`src/rtl/adc_trigger_pkg.sv`:
```
// Shared encodings for the ADC trigger block: modes, slope, fire source and FSM states.
package adc_trigger_pkg;

    localparam int DATA_W_DEF = 10;
    localparam int HOLD_W_DEF = 16;
    localparam int AUTO_W_DEF = 20;

    typedef enum logic [1:0] {
        TRIG_OFF    = 2'd0,
        TRIG_NORMAL = 2'd1,
        TRIG_AUTO   = 2'd2,
        TRIG_EXT    = 2'd3
    } trig_mode_e;

    typedef enum logic {
        SLOPE_RISE = 1'b0,
        SLOPE_FALL = 1'b1
    } trig_slope_e;

    typedef enum logic [1:0] {
        SRC_NONE = 2'd0,
        SRC_EDGE = 2'd1,
        SRC_AUTO = 2'd2,
        SRC_EXT  = 2'd3
    } trig_src_e;

    typedef enum logic [2:0] {
        ST_IDLE   = 3'd0,
        ST_PREARM = 3'd1,
        ST_READY  = 3'd2,
        ST_FIRE   = 3'd3,
        ST_HOLD   = 3'd4
    } trig_state_e;

endpackage

```
`src/rtl/adc_trigger_sync_edge.sv`:
```
// Two-flop synchronizer for the external trigger pin plus a delayed copy for rising-edge detect.
module adc_trigger_sync_edge (
    input  logic clk,
    input  logic rst,
    input  logic async_in,
    output logic rise
);

    logic [2:0] sync_q;

    always_ff @(posedge clk) begin
        if (rst) begin
            sync_q <= '0;
        end else begin
            sync_q <= {sync_q[1:0], async_in};
        end
    end

    // Only the settled stages feed the edge detect; stage 0 may be metastable.
    assign rise = sync_q[1] & ~sync_q[2];

endmodule

```
`src/rtl/adc_trigger.sv`:
```
// Trigger generator for adc_controller: level/slope edge trigger with hysteresis pre-arm,
// auto timeout, external trigger, software force and post-fire holdoff.
//
// state  | meaning
// IDLE   | disarmed, waiting for arm with a non-off mode
// PREARM | armed, waiting for a sample on the far side of the hysteresis band
// READY  | pre-armed, waiting for a level crossing
// FIRE   | trigger_req high for this one clock
// HOLD   | ignoring samples until holdoff strobes have passed
module adc_trigger
    import adc_trigger_pkg::*;
#(
    parameter int DATA_W = DATA_W_DEF,
    parameter int HOLD_W = HOLD_W_DEF,
    parameter int AUTO_W = AUTO_W_DEF
) (
    input  logic              clk,
    input  logic              rst,
    input  logic              sample_en,
    input  logic [DATA_W-1:0] adc_data,
    input  logic              arm,
    input  logic [1:0]        mode,
    input  logic              slope,
    input  logic [DATA_W-1:0] level,
    input  logic [DATA_W-1:0] hyst,
    input  logic [HOLD_W-1:0] holdoff,
    input  logic [AUTO_W-1:0] auto_to,
    input  logic              ext_trig,
    input  logic              force_req,
    output logic              trigger_req,
    output logic [1:0]        trig_status
);

    localparam logic [HOLD_W-1:0] HOLD_ONE = HOLD_W'(1);
    localparam logic [AUTO_W-1:0] AUTO_ONE = AUTO_W'(1);

    trig_state_e       state;
    logic [AUTO_W-1:0] auto_ctr;
    logic [HOLD_W-1:0] hold_ctr;

    logic              ext_rise;
    logic [DATA_W:0]   lvl_minus;
    logic [DATA_W:0]   lvl_plus;
    logic [DATA_W-1:0] thr_lo;
    logic [DATA_W-1:0] thr_hi;
    logic              qualify;
    logic              crossing;
    logic [AUTO_W-1:0] auto_next;
    logic              edge_fire;
    logic              auto_fire;
    logic              ext_fire;
    logic              fire_now;
    trig_src_e         fire_src;

    adc_trigger_sync_edge u_sync_edge (
        .clk      (clk),
        .rst      (rst),
        .async_in (ext_trig),
        .rise     (ext_rise)
    );

    // One extra bit catches underflow of level-hyst and overflow of level+hyst.
    assign lvl_minus = {1'b0, level} - {1'b0, hyst};
    assign lvl_plus  = {1'b0, level} + {1'b0, hyst};
    assign thr_lo    = lvl_minus[DATA_W] ? '0 : lvl_minus[DATA_W-1:0];
    assign thr_hi    = lvl_plus[DATA_W]  ? '1 : lvl_plus[DATA_W-1:0];

    assign qualify   = (slope == SLOPE_FALL) ? (adc_data >= thr_hi) : (adc_data <= thr_lo);
    assign crossing  = (slope == SLOPE_FALL) ? (adc_data <= level)  : (adc_data >= level);

    assign auto_next = (&auto_ctr) ? auto_ctr : auto_ctr + AUTO_ONE;

    assign edge_fire = (state == ST_READY) && sample_en && crossing &&
                       ((mode == TRIG_NORMAL) || (mode == TRIG_AUTO));
    assign auto_fire = (mode == TRIG_AUTO) && sample_en && (auto_next >= auto_to);
    assign ext_fire  = (mode == TRIG_EXT) && ext_rise;

    // Force and external win over a simultaneous edge so the source is reported as ext/force.
    always_comb begin
        fire_now = 1'b1;
        fire_src = SRC_EXT;
        if (force_req || ext_fire) begin
            fire_src = SRC_EXT;
        end else if (edge_fire) begin
            fire_src = SRC_EDGE;
        end else if (auto_fire) begin
            fire_src = SRC_AUTO;
        end else begin
            fire_now = 1'b0;
            fire_src = SRC_NONE;
        end
    end

    always_ff @(posedge clk) begin
        if (rst) begin
            state       <= ST_IDLE;
            trigger_req <= 1'b0;
            trig_status <= SRC_NONE;
            auto_ctr    <= '0;
            hold_ctr    <= '0;
        end else begin
            trigger_req <= 1'b0;
            if (mode == TRIG_OFF) begin
                state <= ST_IDLE;
            end else begin
                case (state)
                    ST_IDLE: begin
                        if (arm) begin
                            state    <= ST_PREARM;
                            auto_ctr <= '0;
                        end
                    end
                    ST_PREARM, ST_READY: begin
                        if (!arm) begin
                            state <= ST_IDLE;
                        end else if (fire_now) begin
                            state       <= ST_FIRE;
                            trigger_req <= 1'b1;
                            trig_status <= fire_src;
                        end else if (sample_en) begin
                            auto_ctr <= auto_next;
                            if ((state == ST_PREARM) && qualify) begin
                                state <= ST_READY;
                            end
                        end
                    end
                    ST_FIRE: begin
                        hold_ctr <= '0;
                        state    <= (holdoff != '0) ? ST_HOLD : ST_IDLE;
                    end
                    ST_HOLD: begin
                        if (sample_en) begin
                            if (hold_ctr == holdoff - HOLD_ONE) begin
                                state <= ST_IDLE;
                            end else begin
                                hold_ctr <= hold_ctr + HOLD_ONE;
                            end
                        end
                    end
                    default: state <= ST_IDLE;
                endcase
            end
        end
    end

endmodule

```
`config.mk`:
```
export PLATFORM = sky130hd
export DESIGN_NAME = adc_trigger
export DESIGN_NICKNAME = d
export VERILOG_FILES = /design/src/rtl/adc_trigger_pkg.sv /design/src/rtl/adc_trigger_sync_edge.sv /design/src/rtl/adc_trigger.sv
export SDC_FILE = /design/constraint.sdc
export NUM_CORES = 1
export LEC_CHECK = 0
export BUFFER_PORTS_ARGS = -buffer_cell sky130_fd_sc_hd__buf_4
export CAP_MARGIN = 15
export CORE_ASPECT_RATIO = 0.8
export CORE_UTILIZATION = 53
export CTS_CLUSTER_DIAMETER = 80
export CTS_CLUSTER_SIZE = 25
export DETAILED_ROUTE_END_ITERATION = 10
export GPL_TIMING_DRIVEN = 0
export PLACE_DENSITY = 0.81
export SYNTH_ARGS = -nofsm -noshare
export SYNTH_HDL_FRONTEND = slang
export SYNTH_SLANG_ARGS = --single-unit
```
`constraint.sdc`:
```
create_clock -name clk -period 4.5 [get_ports clk]
set_clock_uncertainty 0.15 [all_clocks]
set_input_delay 0.225 -clock clk [delete_from_list [all_inputs] [get_ports clk]]
set_output_delay 0.225 -clock clk [all_outputs]
set_load 0.01 [all_outputs]
```
Word level (Yosys, flattened, before mapping). Index checks and enable logic that the tools add are counted.

Register bits: 45.

Reductions and logical operators: 22. Mux-type cells: 29. Bitwise logic cells: 5. Add/subtract/negate cells: 5. Equality and inequality tests: 17. Order comparisons: 5.

Operator list (number): 20-bit two-way mux (5); 20-bit one-hot mux with 2 select lines (1); 16-bit two-way mux (2); 16-bit one-hot mux with 2 select lines (1); 3-bit two-way mux (8); 20-bit by 1-bit adder with 20-bit output, second input constant (1); 10-bit greater-or-equal comparator (2); 20-bit greater-or-equal comparator (1); 10-bit less-or-equal comparator (2); 10-bit two-way mux (2); 20-bit AND reduction (1); 16-bit by 1-bit adder with 16-bit output, second input constant (1); 16-bit equality test (1); 16-bit nonzero test (1); 16-bit by 1-bit subtractor with 16-bit output, second input constant (1); 2-bit != test, second input constant (7); 3-bit one-hot mux with 4 select lines (1); 10-bit by 10-bit adder with 11-bit output (1); 10-bit by 10-bit subtractor with 11-bit output (1); 4-bit != test, second input constant (2); 4-bit AND reduction (2); 1-bit logical AND (7); 3-bit by 2-bit equality test with 1-bit output, second input constant (2); 1-bit two-way mux (6); other kinds (15) (24).

Depth between registers and ports, before layout.
Depth after elaboration: 10. Gate-level depth with buffers: 24.

Hierarchy. A second synthesis with hierarchy kept.

Cells, all modules: 702. Area, all modules: 5317.6 um2.

Modules (own cells, without submodules): adc_trigger (sequential area each 840.8 um2, area an instance 5230.0 um2, times used 1, cells an instance 695); adc_trigger_sync_edge (sequential area each 60.1 um2, area an instance 87.6 um2, times used 1, cells an instance 7).

Least setup slack after synthesis. Ideal clock, no wire load.

Kind: register -> register. Start: register auto_ctr[4]. End: register auto_ctr[12]. Cell stages (with the launch flop): 19. Data required time: 4280 ps. Arrival time: 4277 ps. Slack: 3 ps. Cell sequence: dfxtp_1 > clkbuf_1 > nand4_1 > nor4_1 > nand4_1 > nand3_1 > nor2_1 > and3_1 > xor2_1 > ha_1 > nand4_1 > or2_2 > o41ai_1 > a31oi_1 > and4b_1 > o31ai_1 > clkbuf_1 > o21ai_0 > a21oi_1.

Longest elaborated chain between the ends: 9.

Ends and longest elaborated chain: start: declaration (line adc_trigger.sv:38) `logic [AUTO_W-1:0] auto_ctr;`; start signal: assignment (line adc_trigger.sv:121) `auto_ctr <= auto_next;`; 20-bit by 1-bit adder with 20-bit output or 20-bit AND reduction (tied branches) (line adc_trigger.sv:71) `assign auto_next = (&auto_ctr) ? auto_ctr : auto_ctr + AUTO_ONE;`; 20-bit two-way mux * (line adc_trigger.sv:71); 20-bit greater-or-equal comparator (line adc_trigger.sv:75) `assign auto_fire = (mode == TRIG_AUTO) && sample_en && (auto_next >= auto_to);`; 1-bit logical AND (line adc_trigger.sv:75); 1-bit two-way mux (line adc_trigger.sv:86) `end else if (auto_fire) begin`; 1-bit two-way mux (line adc_trigger.sv:84) `end else if (edge_fire) begin`; 1-bit two-way mux (line adc_trigger.sv:82) `if (force_req || ext_fire) begin`; 2-bit != test (no source line); 6-bit AND reduction (no source line).

Mark *: on every way between the ends. The rest lies on a longest branch, timed or not. The select of a mux whose other input is x is not followed. A chain may end at the register's enable or synchronous reset.

Worst setup path in the final report.
Start: register auto_ctr[4]. End: register auto_ctr[6].

The elaborated chain is that of the path after synthesis.

==> metrics.txt <==
cell mode on critical path nand4_1; core area ~9600 sq um; sequential share of power 31.9%; CP Class register to register; largest net degree at the start of global routing 14; dpl hpwl 11,000 microns; Worst Path Arrival 4.54 ns; H-tree levels 2; commonest cells after routing, fill and taps aside 89 x buf_4, 76 x ha_1, 66 x inv_1, 60 x nor2_1, 58 x nand2_1; hold-critical path endpoint auto_ctr[7]$_SDFFE_PP0P_; sw frac around a third; Non-Filler Instances a little over 900; Crit path largest cell delay ~0.37 ns; Worst R2R End auto_ctr[6]$_SDFFE_PP0P_; First-pass DRT Iterations 5; Remaining DRCs 0; largest fanout on the critical path 9; Async S/R FF share, synth 0%; Cells after Synth 701; Avg Cell Area, Syn between 7 and 8 sq um; gr ovfl total 0; Die X roughly 110 microns; Critical path buffers and inverters 3; relative slew slack 52.2%; Die Y between 90 and 100 microns; CP top delay family simple AND/OR/NAND/NOR gates; Worst setup startpoint auto_ctr[4]$_SDFFE_PP0P_; internal power ~870 uW; Final setup violation count 0; IO buf count 75; Initial Util 54.4%; Root Buffer clkbuf_16; Cell Area, Synth 5230 sq um; Worst setup EP type register; Layout Nets 951; start of the worst register-to-register path auto_ctr[4]$_SDFFE_PP0P_; layout cells sized above 1 19.3%; CP Cell Sequence nand4_1 > buf_4 > nor4_4 > nand4_1 > buf_6 > nand2_1 > nor2_1 > nand4_1 > xnor2_1 > ha_1 > nand4_1 > or2_4 > o41ai_4 > a31oi_4 > and4b_2 > o31ai_4 > buf_6 > mux2_2 > nor2_1; final worst-path setup slack slightly below 0.04 ns; final instance area approximately 6400 sq um; Vias 5,506; Slew @ Worst Pin between 0.7 and 0.8 ns; top_reg_cell synth dfxtp_1; outcome finished, final reports clean; Layout fillers about 790; hold path startpoint rst; Clock Latency Late Sink 0.29 ns; Netlist cell types 68; Power per Cell Area a little under 200 nW/um^2; dpl ws -1.19 ns; placed inst area just under 6000 sq um; Clock Tree Buf Depth 2; final worst-path cycle share between 90 and 100%; Post-synth EDFFs 0; FF-to-FF path depth 19; fmax 224 MHz; via/cell ratio about 6; Syn-to-layout area delta 23.3%; Slew Limit Fails 0; Critical Path RT 4.57 ns; die area slightly above 10,000 sq um; Yosys warning count 0; global-route usage over all layers 27.2%; TritonCTS clock tree yes; register bit total from synthesis 45; gpl congestion 0.870; Clk pwr share between 30% and 40%; FP Rows 32; VDD IR max 147 uV; logic gate share of total power about a third; switching pwr roughly 400 uW; type of origin of the critical path register; WL final between 10,000 and 15,000 microns; DR iter-0 viols 436; Avg WL per Cell between 15 and 20 microns; antenna-violating nets left 0; sequential area share after synthesis 17.2%; CTS clk-pin slew, worst paths about 0.06 ns; fin crit period 4.46 ns; vias in the first global route 5,061; placed cell count slightly below 900; final-report hold violation count 0; commonest non-fill, non-tap cell in the layout buf_4; # diodes 0; Hold Path Class input port to register; io pins 78; hold path depth 4; clock sink count 45; initial antenna violation count 0; Leakage ~0.0028 uW; CTS Buf Count 5; first-pass GRT wire length 23,000 microns; reg-to-reg setup timing slack just under 0.04 ns; Worst path slowest cell dfxtp_4; syn nets around 850; max cap viols 0
-- power groups by stage --
| stage | logic, uW | registers, uW | clock network, uW |
|---|---|---|---|
| 2_1_floorplan | 248 | 414 | 0 |
| 3_3_place_gp | 367 | 415 | 0 |
| 3_5_place_dp | 380 | 415 | 0 |
| 4_1_cts | 396 | 406 | 432 |
| 5_1_grt | 474 | 406 | 448 |
| 6_report | 428 | 405 | 438 |
-- tightest hold or removal path, stage by stage --
cell and delay (ns):
buf_4 0.11, nor2_1 0.09, nand2_1 0.07, o21ai_0 0.06
-- cells in the mapped netlist, drive strengths merged, types with 3 or more instances --
cell type  count  area (sq um)
o31a           4          35.0
nand3         18          90.1
nand4         18           113
or3b           3          26.3
mux2           5          56.3
nand2b         9          56.3
inv           66           248
and2           5          31.3
nor3          22           110
and3           7          43.8
nor2          62           233
o31ai          5          37.5
nor4           9          56.3
a211o          3          26.3
o211ai         5          37.5
a21oi         54           274
o21a           5          37.5
ha            76           951
or3           10          66.3
nor4b          7          61.3
o21bai         6          45.0
a21o          10          75.1
nor2b         10          62.6
nand3b        11          82.6
nand2         59           221
o21ai         33           165
or2            5          31.3
dfxtp         45           901
xor2          15           131
or4            9          77.6
xnor2         38           333
clkbuf        20          75.1
a31oi          7          43.8
-- cell type report --
type | instances | area (sq um) | share of cell area (%)
multi-input combinational | 569 | 4160 | 64.6
clock inverter | 1 | 30.0 | 0.466
sequential | 45 | 910 | 14.1
buffer | 20 | 93.8 | 1.46
timing repair buffer | 91 | 711 | 11.0
clock buffer | 7 | 143 | 2.21
inverter | 66 | 248 | 3.84
tap | 119 | 149 | 2.31
-- flip-flops by register name, indices dropped and copies added (netlist names) --
signal / cells
u_sync_edge.sync_q: 3
auto_ctr: 20
trigger_req: 1
trig_status: 2
hold_ctr: 16
state: 3
-- logic make-up (layout without fill, tap and decap cells) --
kind of cell    after synthesis  in the layout  share of synthesized area [%]
mux                           6              6                           1.27
flops                        45             45                           17.2
fa+ha+maj                    78             78                           19.0
xor+xnor                     53             53                           8.88
compound gates              153            154                           18.7
buf+inv                      88            185                           6.39
simple gates                278            278                           28.6
-- per-layer routing --
layer	global-route usage (%)	wire length, microns	part of all wire [%]	vias to the layer above
li1	-	-	-	2694
met1	37.0	6640	45	2554
met2	45.4	6860	46	226
met3	3.62	1050	7.1	32
met4	6.58	266	1.8	0
met5	0	0	0	-
-- per-stage QoR --
| stage | util (%) | power [uW] | TNS (ns) | hold slack (ns) |
|---|---|---|---|---|
| 5_1_grt | 67.1 | 1330 | -1.56 | 0.216 |
| 6_report | 67.1 | 1270 | 0 | 0.161 |
| 2_1_floorplan | - | 662 | 0 | 0.203 |
| 3_5_place_dp | 61.8 | 795 | -21.98 | 0.287 |
| 3_3_place_gp | 61.8 | 782 | -19.72 | 0.274 |
| 4_1_cts | 64.5 | 1230 | -0.00569 | 0.170 |
-- how the worst max path moves through the flow --
stage,end,slack [ns],cells after the start
after floorplan,auto_ctr[12]$_SDFFE_PP0P_,0.003,18
after CTS,auto_ctr[12]$_SDFFE_PP0P_,-0.006,17
final,auto_ctr[6]$_SDFFE_PP0P_,0.04,19
after detailed placement,auto_ctr[12]$_SDFFE_PP0P_,-1.19,18
after global placement,auto_ctr[12]$_SDFFE_PP0P_,-1.09,18
after global routing,auto_ctr[6]$_SDFFE_PP0P_,-0.14,19
-- repair_timing --
action,in CTS,in global routing
setup buffers,4,10
endpoints found under the hold margin,1,0
gates resized for setup,12,37
pin swaps,3,10
hold buffers,1,0
cloned,0,2
endpoints found under the setup margin,24,23
No activity file was read; power rests on OpenSTA's default activity.
